$ cat config.mk
export PLATFORM = sky130hd
export DESIGN_NAME = conware_gen_ctrl_flat
export DESIGN_NICKNAME = d
export VERILOG_FILES = /design/src/rtl/conware_gen_ctrl_if.sv /design/src/rtl/conware_gen_ctrl.sv /design/src/flat_wrapper.sv
export SDC_FILE = /design/constraint.sdc
export NUM_CORES = 1
export LEC_CHECK = 0
export BUFFER_PORTS_ARGS = -buffer_cell sky130_fd_sc_hd__buf_2
export CORE_UTILIZATION = 35
export CTS_BUF_LIST = sky130_fd_sc_hd__clkbuf_4 sky130_fd_sc_hd__clkbuf_8
export DETAILED_ROUTE_END_ITERATION = 12
export PLACE_DENSITY = 0.61
export SLEW_MARGIN = 20
export SYNTH_ARGS = -nofsm -noshare
export SYNTH_HDL_FRONTEND = slang
export SYNTH_SLANG_ARGS = --single-unit
$ cat constraint.sdc
create_clock -name ACLK -period 2.45 [get_ports ACLK]
set_clock_uncertainty 0.15 [all_clocks]
set_input_delay 0.1225 -clock ACLK [delete_from_list [all_inputs] [get_ports ACLK]]
set_output_delay 0.1225 -clock ACLK [all_outputs]
set_load 0.02 [all_outputs]
$ cat src/rtl/conware_gen_ctrl_if.sv
// AXI4-Stream bundle shared by the conware generation sequencer and its bench.
// The monitor modport is a passive tap that only observes a handshake.
interface conware_gen_ctrl_if #(
   parameter int DWIDTH = 32
) ();
   logic              tvalid;
   logic              tready;
   logic [DWIDTH-1:0] tdata;
   logic              tlast;

   modport master  (output tvalid, tdata, tlast, input tready);
   modport slave   (input tvalid, tdata, tlast, output tready);
   modport monitor (input tvalid, tready, tlast);
endinterface

$ cat src/rtl/conware_gen_ctrl.sv
// Generation sequencer for the conware Life engine: admits one frame per generation,
// watches the engine output for completion and counts generations. Watchdog: CONWARE_CTRL_TIMEOUT_EN.
module conware_gen_ctrl #(
   parameter int DWIDTH  = 32,
   parameter int WIDTH   = 8,
   parameter int HEIGHT  = 1,
   parameter int TIMEOUT = 1024
) (
   input  logic                      ACLK,
   input  logic                      ARESETN,
   input  logic                      cfg_start,
   input  logic                      cfg_abort,
   input  logic [15:0]               cfg_gens,
   output logic                      status_busy,
   output logic                      status_done,
   output logic [15:0]               status_gen,
   output logic                      status_err,
   output logic                      irq,
   conware_gen_ctrl_if.slave         s_axis,
   conware_gen_ctrl_if.master        c_axis,
   conware_gen_ctrl_if.monitor       r_axis
);

   localparam int FRAME_BEATS = WIDTH * HEIGHT;
   localparam int CW          = $clog2(FRAME_BEATS + 1);
   localparam logic [CW-1:0] FULL = CW'(FRAME_BEATS);
   localparam logic [CW-1:0] LAST = CW'(FRAME_BEATS - 1);

   typedef enum logic [1:0] {IDLE, RUN, NEXT, DONE} state_t;

   state_t            state;
   state_t            state_nxt;
   logic [CW-1:0]     in_cnt;
   logic [CW-1:0]     out_cnt;
   logic [15:0]       gens_q;
   logic [DWIDTH-1:0] data;
   logic              in_en;
   logic              in_beat;
   logic              r_hs;
   logic              out_beat;
   logic              frame_done;
   logic              last_gen;
   logic              timeout_hit;

   // Zero-latency gating: the frame passes straight through while a slot is open.
   assign in_en         = (state == RUN) && (in_cnt != FULL);
   assign data          = s_axis.tdata;
   assign c_axis.tdata  = data;
   assign c_axis.tvalid = s_axis.tvalid & in_en;
   assign c_axis.tlast  = (in_cnt == LAST);
   assign s_axis.tready = c_axis.tready & in_en;

   assign in_beat    = s_axis.tvalid & s_axis.tready;
   assign r_hs       = (state == RUN) & r_axis.tvalid & r_axis.tready;
   assign out_beat   = r_hs & (out_cnt != FULL);
   assign frame_done = (in_cnt == FULL) && (out_cnt == FULL);
   assign last_gen   = ((status_gen + 16'd1) == gens_q);

   assign status_busy = (state == RUN) || (state == NEXT);

`ifdef CONWARE_CTRL_TIMEOUT_EN
   localparam int TW = $clog2(TIMEOUT + 1);

   logic [TW-1:0] wd_cnt;

   always_ff @(posedge ACLK or negedge ARESETN) begin
      if (!ARESETN) begin
         wd_cnt <= '0;
      end else if ((state != RUN) || in_beat || r_hs) begin
         wd_cnt <= '0;
      end else begin
         wd_cnt <= wd_cnt + 1'b1;
      end
   end

   // Fires on the TIMEOUT-th consecutive cycle in RUN without any beat.
   assign timeout_hit = (state == RUN) && !in_beat && !r_hs && (wd_cnt == TW'(TIMEOUT - 1));
`else
   // No watchdog: RUN waits indefinitely for the engine.
   assign timeout_hit = 1'b0 && (TIMEOUT != 0);
`endif

   always_ff @(posedge ACLK or negedge ARESETN) begin
      if (!ARESETN) begin
         state <= IDLE;
      end else begin
         state <= state_nxt;
      end
   end

   always_comb begin
      // NOTE: next state defaults to the current one so no path leaves it unassigned (no latch).
      state_nxt = state;
      if (cfg_abort || timeout_hit) begin
         state_nxt = IDLE;
      end else begin
         case (state)
            IDLE: if (cfg_start) state_nxt = (cfg_gens != 16'd0) ? RUN : DONE;
            RUN:  if (frame_done) state_nxt = NEXT;
            NEXT: state_nxt = last_gen ? DONE : RUN;
            DONE: state_nxt = IDLE;
            default: state_nxt = IDLE;
         endcase
      end
   end

   // NOTE: all state below uses non-blocking assignments so every read sees pre-edge values.
   always_ff @(posedge ACLK or negedge ARESETN) begin
      if (!ARESETN) begin
         in_cnt      <= '0;
         out_cnt     <= '0;
         gens_q      <= '0;
         status_gen  <= '0;
         status_done <= 1'b0;
         status_err  <= 1'b0;
         irq         <= 1'b0;
      end else begin
         irq <= 1'b0;
         if (cfg_abort) begin
            in_cnt  <= '0;
            out_cnt <= '0;
         end else if (timeout_hit) begin
            in_cnt     <= '0;
            out_cnt    <= '0;
            status_err <= 1'b1;
            irq        <= 1'b1;
         end else begin
            case (state)
               IDLE: begin
                  if (cfg_start) begin
                     gens_q      <= cfg_gens;
                     status_gen  <= '0;
                     status_done <= 1'b0;
                     status_err  <= 1'b0;
                     in_cnt      <= '0;
                     out_cnt     <= '0;
                  end
               end
               RUN: begin
                  if (in_beat) begin
                     in_cnt <= in_cnt + 1'b1;
                     // Framing follows the count; a misplaced TLAST is only flagged.
                     if (s_axis.tlast != (in_cnt == LAST)) status_err <= 1'b1;
                  end
                  if (out_beat) begin
                     out_cnt <= out_cnt + 1'b1;
                     if (r_axis.tlast != (out_cnt == LAST)) status_err <= 1'b1;
                  end
               end
               NEXT: begin
                  status_gen <= status_gen + 16'd1;
                  in_cnt     <= '0;
                  out_cnt    <= '0;
               end
               DONE: begin
                  irq         <= 1'b1;
                  status_done <= 1'b1;
               end
               default: ;
            endcase
         end
      end
   end

endmodule

$ cat src/flat_wrapper.sv
// flat-port wrapper written by rule: the top's interface ports become plain ports
module conware_gen_ctrl_flat 
#(
   parameter int DWIDTH  = 32,
   parameter int WIDTH   = 8,
   parameter int HEIGHT  = 1,
   parameter int TIMEOUT = 1024
)
  (ACLK, ARESETN, cfg_start, cfg_abort, cfg_gens, status_busy, status_done, status_gen, status_err, irq, s_axis_tvalid, s_axis_tdata, s_axis_tlast, s_axis_tready, c_axis_tvalid, c_axis_tdata, c_axis_tlast, c_axis_tready, r_axis_tvalid, r_axis_tready, r_axis_tlast);
  conware_gen_ctrl_if #(.DWIDTH(DWIDTH)) s_axis_i ();
  conware_gen_ctrl_if #(.DWIDTH(DWIDTH)) c_axis_i ();
  conware_gen_ctrl_if #(.DWIDTH(DWIDTH)) r_axis_i ();
  input  logic ACLK;
  input  logic ARESETN;
  input  logic cfg_start;
  input  logic cfg_abort;
  input  logic [15:0] cfg_gens;
  output logic status_busy;
  output logic status_done;
  output logic [15:0] status_gen;
  output logic status_err;
  output logic irq;
  input wire logic [$bits(s_axis_i.tvalid)-1:0] s_axis_tvalid;
  input wire logic [$bits(s_axis_i.tdata)-1:0] s_axis_tdata;
  input wire logic [$bits(s_axis_i.tlast)-1:0] s_axis_tlast;
  output wire logic [$bits(s_axis_i.tready)-1:0] s_axis_tready;
  output wire logic [$bits(c_axis_i.tvalid)-1:0] c_axis_tvalid;
  output wire logic [$bits(c_axis_i.tdata)-1:0] c_axis_tdata;
  output wire logic [$bits(c_axis_i.tlast)-1:0] c_axis_tlast;
  input wire logic [$bits(c_axis_i.tready)-1:0] c_axis_tready;
  input wire logic [$bits(r_axis_i.tvalid)-1:0] r_axis_tvalid;
  input wire logic [$bits(r_axis_i.tready)-1:0] r_axis_tready;
  input wire logic [$bits(r_axis_i.tlast)-1:0] r_axis_tlast;
  assign s_axis_i.tvalid = s_axis_tvalid;
  assign s_axis_i.tdata = s_axis_tdata;
  assign s_axis_i.tlast = s_axis_tlast;
  assign s_axis_tready = s_axis_i.tready;
  assign c_axis_tvalid = c_axis_i.tvalid;
  assign c_axis_tdata = c_axis_i.tdata;
  assign c_axis_tlast = c_axis_i.tlast;
  assign c_axis_i.tready = c_axis_tready;
  assign r_axis_i.tvalid = r_axis_tvalid;
  assign r_axis_i.tready = r_axis_tready;
  assign r_axis_i.tlast = r_axis_tlast;
  conware_gen_ctrl #(.DWIDTH(DWIDTH), .WIDTH(WIDTH), .HEIGHT(HEIGHT), .TIMEOUT(TIMEOUT)) u_core (.ACLK(ACLK), .ARESETN(ARESETN), .cfg_start(cfg_start), .cfg_abort(cfg_abort), .cfg_gens(cfg_gens), .status_busy(status_busy), .status_done(status_done), .status_gen(status_gen), .status_err(status_err), .irq(irq), .s_axis(s_axis_i), .c_axis(c_axis_i), .r_axis(r_axis_i));
endmodule
* Word level (Yosys, flattened, before mapping) *
Cells that the tools add are included.

storage, ports and cells
  bits in registers = 45
  bits of input ports = 58
  output and inout bits = 55
  logic and storage cells = 75

operators by class
  $add $sub $neg = 3
  equality and inequality tests = 17
  mux-type cells = 24
  bitwise operators = 7
  reduce and logical (&&, ||, !) cells = 16

operators with widths
  cell                     number
  $pmux W16 S2             1
  $pmux W4 S3              2
  $mux W4                  5
  $reduce_and A3 Y1        6
  $add A16 B1 Y16 const B  1
  $eq A16 B16 Y1           1
  $mux W16                 1
  $reduce_bool A16 Y1      1
  $mux W2                  5
  $ne A3 B2 Y1 const B     3
  $add A4 B1 Y4 const B    2
  $eq A4 B3 Y1 const B     2
  $eq A4 B4 Y1 const B     2
  $ne A4 B4 Y1 const B     2
  $pmux W2 S4              1
  $mux W1                  7
  $and A1 B1 Y1            6
  $reduce_bool A2 Y1       3
  $eq A2 B2 Y1 const B     2
  $pmux W1 S2              2
  $reduce_bool A4 Y1       1
  $ne A3 B3 Y1 const B     1
  $eq A2 B1 Y1 const B     1
  $logic_and A1 B1 Y1      2
  other kinds (6)          7

* Depth between registers and ports, before layout *
  word-level depth = 8
  depth in mapped cells = 9
  depth with buffers taken out = 8

* Least setup slack after synthesis *
No wires, ideal clock.

  path type = flip-flop to flip-flop
  start = register u_core.status_gen[0]
  end = register u_core.state[1]
  setup time = 76 ps
  data arrival time = 2169 ps
  setup slack = 55 ps
  stages on the path, launching flop included = 8
  path buffers = 0
  clock period less this slack = 2395 ps
  cells stage by stage = dfrtp_1 ha_1 nand4_4 or4_4 xnor2_1 a2111oi_2 o2111ai_1 o21ai_1

between the ends
  longest elaborated chain between the ends = 5

ends and longest elaborated chain
  what                    line                     RTL
  from (decl)             conware_gen_ctrl.sv:16   output logic [15:0] status_gen,
  from (signal assigned)  conware_gen_ctrl.sv:151  status_gen <= status_gen + 16'd1;
  $add A16 B1 Y16         conware_gen_ctrl.sv:57   assign last_gen = ((status_gen + 16'd1) == gens_q);
  $eq A16 B16 Y1          conware_gen_ctrl.sv:57
  $mux W2                 conware_gen_ctrl.sv:100  NEXT: state_nxt = last_gen ? DONE : RUN;
  $pmux W2 S4             conware_gen_ctrl.sv:97   case (state)
  $mux W2                 conware_gen_ctrl.sv:94   if (cfg_abort || timeout_hit) begin
  to (signal assigned)    conware_gen_ctrl.sv:87   state <= state_nxt;
  to (decl)               conware_gen_ctrl.sv:31   state_t state;

Every way passes these cells.
A chain may end at the register's enable or synchronous reset.

* Worst setup path after layout *
  start = register u_core.status_gen[2]
  end = register u_core.state[1]

The elaborated chain is that of the path after synthesis.

==> run summary <==
Status - finished, final reports clean
Area leader, netlist - dfrtp_1
Switch Pwr - 0.0007079 W
# DRC - 0
Tightest Pin Transition - 485.5 ps
Post-synth EDFFs - 0
Core area - 8382 µm²
Area grow syn2layout - 14.74%
Worst-Skew Late Latency - 310 ps
Overall power - 0.002185 W
CTS tree - yes
Initial Utilization - 0.3686
Power Density - 616.5 nW/µm²
Unrepaired setup endpoints after global routing - false
Critical path peak fanout - 12
Sequential-to-total area share from yosys stat - 0.3645
Max frequency - 437.5 MHz
Initial antenna violation count - 0
Pre-Repair DR Iteration Count - 4
Clk network pwr share - 0.282
Top-Level Pins - 113
Total area of sequential cells - 1126 µm²
Clk slew on worst S/H paths - 100 ps
Share of the synthesized area in the top cell type - 0.3645
Total number of vias - 2530
Final Cycle Share - 0.9329
Final hold vios - 0
Crit path DAT - 2370 ps
Post-CTS Repair Setup Buffers - 0
Avg Cell Area, Syn - 9.390 µm²
GR Overflow Total - 0
Row cnt - 33
Filler instances - 810
Seq pwr share - 0.441
Post-layout minimum cycle time - 2285 ps
Final Max Slew Viols - 0
Routability cong. - 0.9455
Hold-fix buffers, CTS - 18
Area of the multi-input gates - 1622 µm²
Largest net degree at the start of global routing - 26
Critical path endpoint category - flop
Port Buffers - 48
H-tree levels - 2
Layout net count - 435
Comb pwr share - 0.277
Post-route setup TNS - 0 ps
Netlist Area Pre-Place - 3089 µm²
Number of synthesis warnings - 0
Clock Sink Count - 45
Post_cts resized - 0
1st-iter DRT viols - 161
Chip height - 95.95 µm
P_int - 0.001477 W
ANT nets after route - 0
Final setup fails - 0
Clk buf depth - 2
Mapped Cells - 329
Yosys cell types - 53
Die X - 95.95 µm
Yosys reg bits - 45
Top post-synthesis cells by area - dfrtp_1 36%, buf_4 8.0%, mux2_2 6.2%
Die area - 9206 µm²
Share of flip-flops with an asynchronous set or reset - 1.000
Vias in the first global route - 2489
GR Util All Layers - 0.1757
TritonCTS Buffers - 5
Post-DP HPWL - 5476 µm
Max IR drop VDD - 0.3153 mV
Total Wirelength - 7601 µm
Post-Syn Nets - 396
Switching Share - 0.3240
First-pass GRT wire length - 12270 µm
ANT cells - 0
Tightest Hold Check Type - in2reg
Max_cap viols - 0
Drt wl/cell - 16.04 µm
Clock root cell - clkbuf_8
Kind of critical path - reg2reg
Hold Slack - 73.68 ps
Startpoint types - flop
Vias per Instance - 5.338
Dominant synthesized flop cell - dfrtp_1
Leak pwr - 1.595 nW
Headroom to the max-slew limit - 0.6763
Worst path required time - 2530 ps
Share of cells above drive strength 1 - 0.2602
-- cell usage in the layout, fill, tap and decap left out, types with 4 or more instances in the layout --
cell type and instances:
dlygate4sd3_1 18, o21ai_0 25, nand4_1 5, o21ai_1 4, and3_1 4, xor2_1 13, nand3_1 9, clkbuf_8 6
a21oi_1 14, xnor2_1 13, mux2_2 17, inv_1 12, dfrtp_1 45, nor2b_1 4, buf_4 8, ha_1 9
and2_1 4, nor4_1 8, nor2_1 26, nand2_1 20, buf_2 48, nand3b_1 6
-- synth_stat cells (3+ instances only) --
cell	instances
o21ai_0	25
mux2i_1	3
buf_4	33
inv_1	12
nor2b_1	4
nand3_1	9
dfrtp_1	45
nor4_1	8
ha_1	9
and2_1	4
nand3b_1	6
nand2b_1	3
xor2_1	13
nand2_1	20
nor2_1	26
buf_2	3
mux2_2	17
o22ai_1	3
and3_1	4
o21ai_1	4
clkbuf_1	6
xnor2_1	13
o31ai_1	3
nand4_1	5
a21oi_1	14
-- state kept, by name, summed over array words and instances, names as in the netlist --
| register | flops |
|---|---|
| u_core.in_cnt | 4 |
| u_core.out_cnt | 4 |
| u_core.status_gen | 16 |
| u_core.gens_q | 16 |
| u_core.irq | 1 |
| u_core.state | 2 |
| u_core.status_done | 1 |
| u_core.status_err | 1 |
-- routing by layer --
| metal | vias to the layer above | wire length, µm | track usage |
|---|---|---|---|
| li1 | 1214 | - | - |
| met2 | 81 | 3661 | 0.2911 |
| met1 | 1227 | 3461 | 0.2294 |
| met5 | - | 0 | 0 |
| met3 | 8 | 386 | 0.03160 |
| met4 | 0 | 91 | 0.06219 |
-- kinds of logic after synthesis --
family,count (synthesis),share of synthesized area
flops,45,0.3645
simple gates,108,0.2110
compound gates,66,0.1320
xor+xnor,26,0.07371
mux,20,0.07169
fa+ha+maj,9,0.03645
buf+inv,55,0.1106
-- worst paths after layout --
check | startpoint | slack [ps] | depth (start not counted) | to
max in group asynchronous | ARESETN | 1300 | 3 | u_core.state[1]
max reg2reg | u_core.status_gen[2] | 160 | 6 | u_core.state[1]
min reg2reg | u_core.gens_q[9] | 380 | 1 | u_core.gens_q[9]
min in group asynchronous | ARESETN | 140 | 2 | u_core.status_gen[8]
max | u_core.status_gen[2] | 160 | 6 | u_core.state[1]
min | cfg_start | 70 | 3 | u_core.status_err
-- worst max-delay path, cell delays in order, from the launching register on --
cell,delay (ps)
dfrtp_1,630
nand4_2,310
nor4_2,460
xnor2_1,210
o2111a_1,240
o2111ai_1,110
o21ai_1,100
-- layout make-up --
| class | count | share of cell area |
|---|---|---|
| multi-input combinational | 229 | 0.4575 |
| sequential | 45 | 0.3177 |
| timing repair buffer | 75 | 0.1412 |
| tap | 105 | 0.03706 |
| clock buffer | 6 | 0.02330 |
| inverter | 12 | 0.01271 |
| clock inverter | 2 | 0.01059 |
-- through the flow --
step | instances | setup slack (ps) | utilization | instance area, µm²
finish | 474 | 164.5 | 0.4229 | 3545
CTS | 474 | 212.5 | 0.4229 | 3545
detailed placement | 448 | 239.7 | 0.3871 | 3244
global route | 474 | 12.50 | 0.4229 | 3545
global placement | 448 | 187.5 | 0.3871 | 3244
floorplan | 329 | 54.83 | - | 3089
-- power groups by stage --
stage | logic, W | clock network, W | registers (W)
after floorplan | 0.000497 | 0 | 0.000942
after global placement | 0.000571 | 0 | 0.000975
after detailed placement | 0.000577 | 0 | 0.000977
after CTS | 0.000602 | 0.000623 | 0.000961
after global routing | 0.000663 | 0.000649 | 0.000976
final | 0.000605 | 0.000617 | 0.000963
Note: power is estimated with default switching activity, not from simulation.
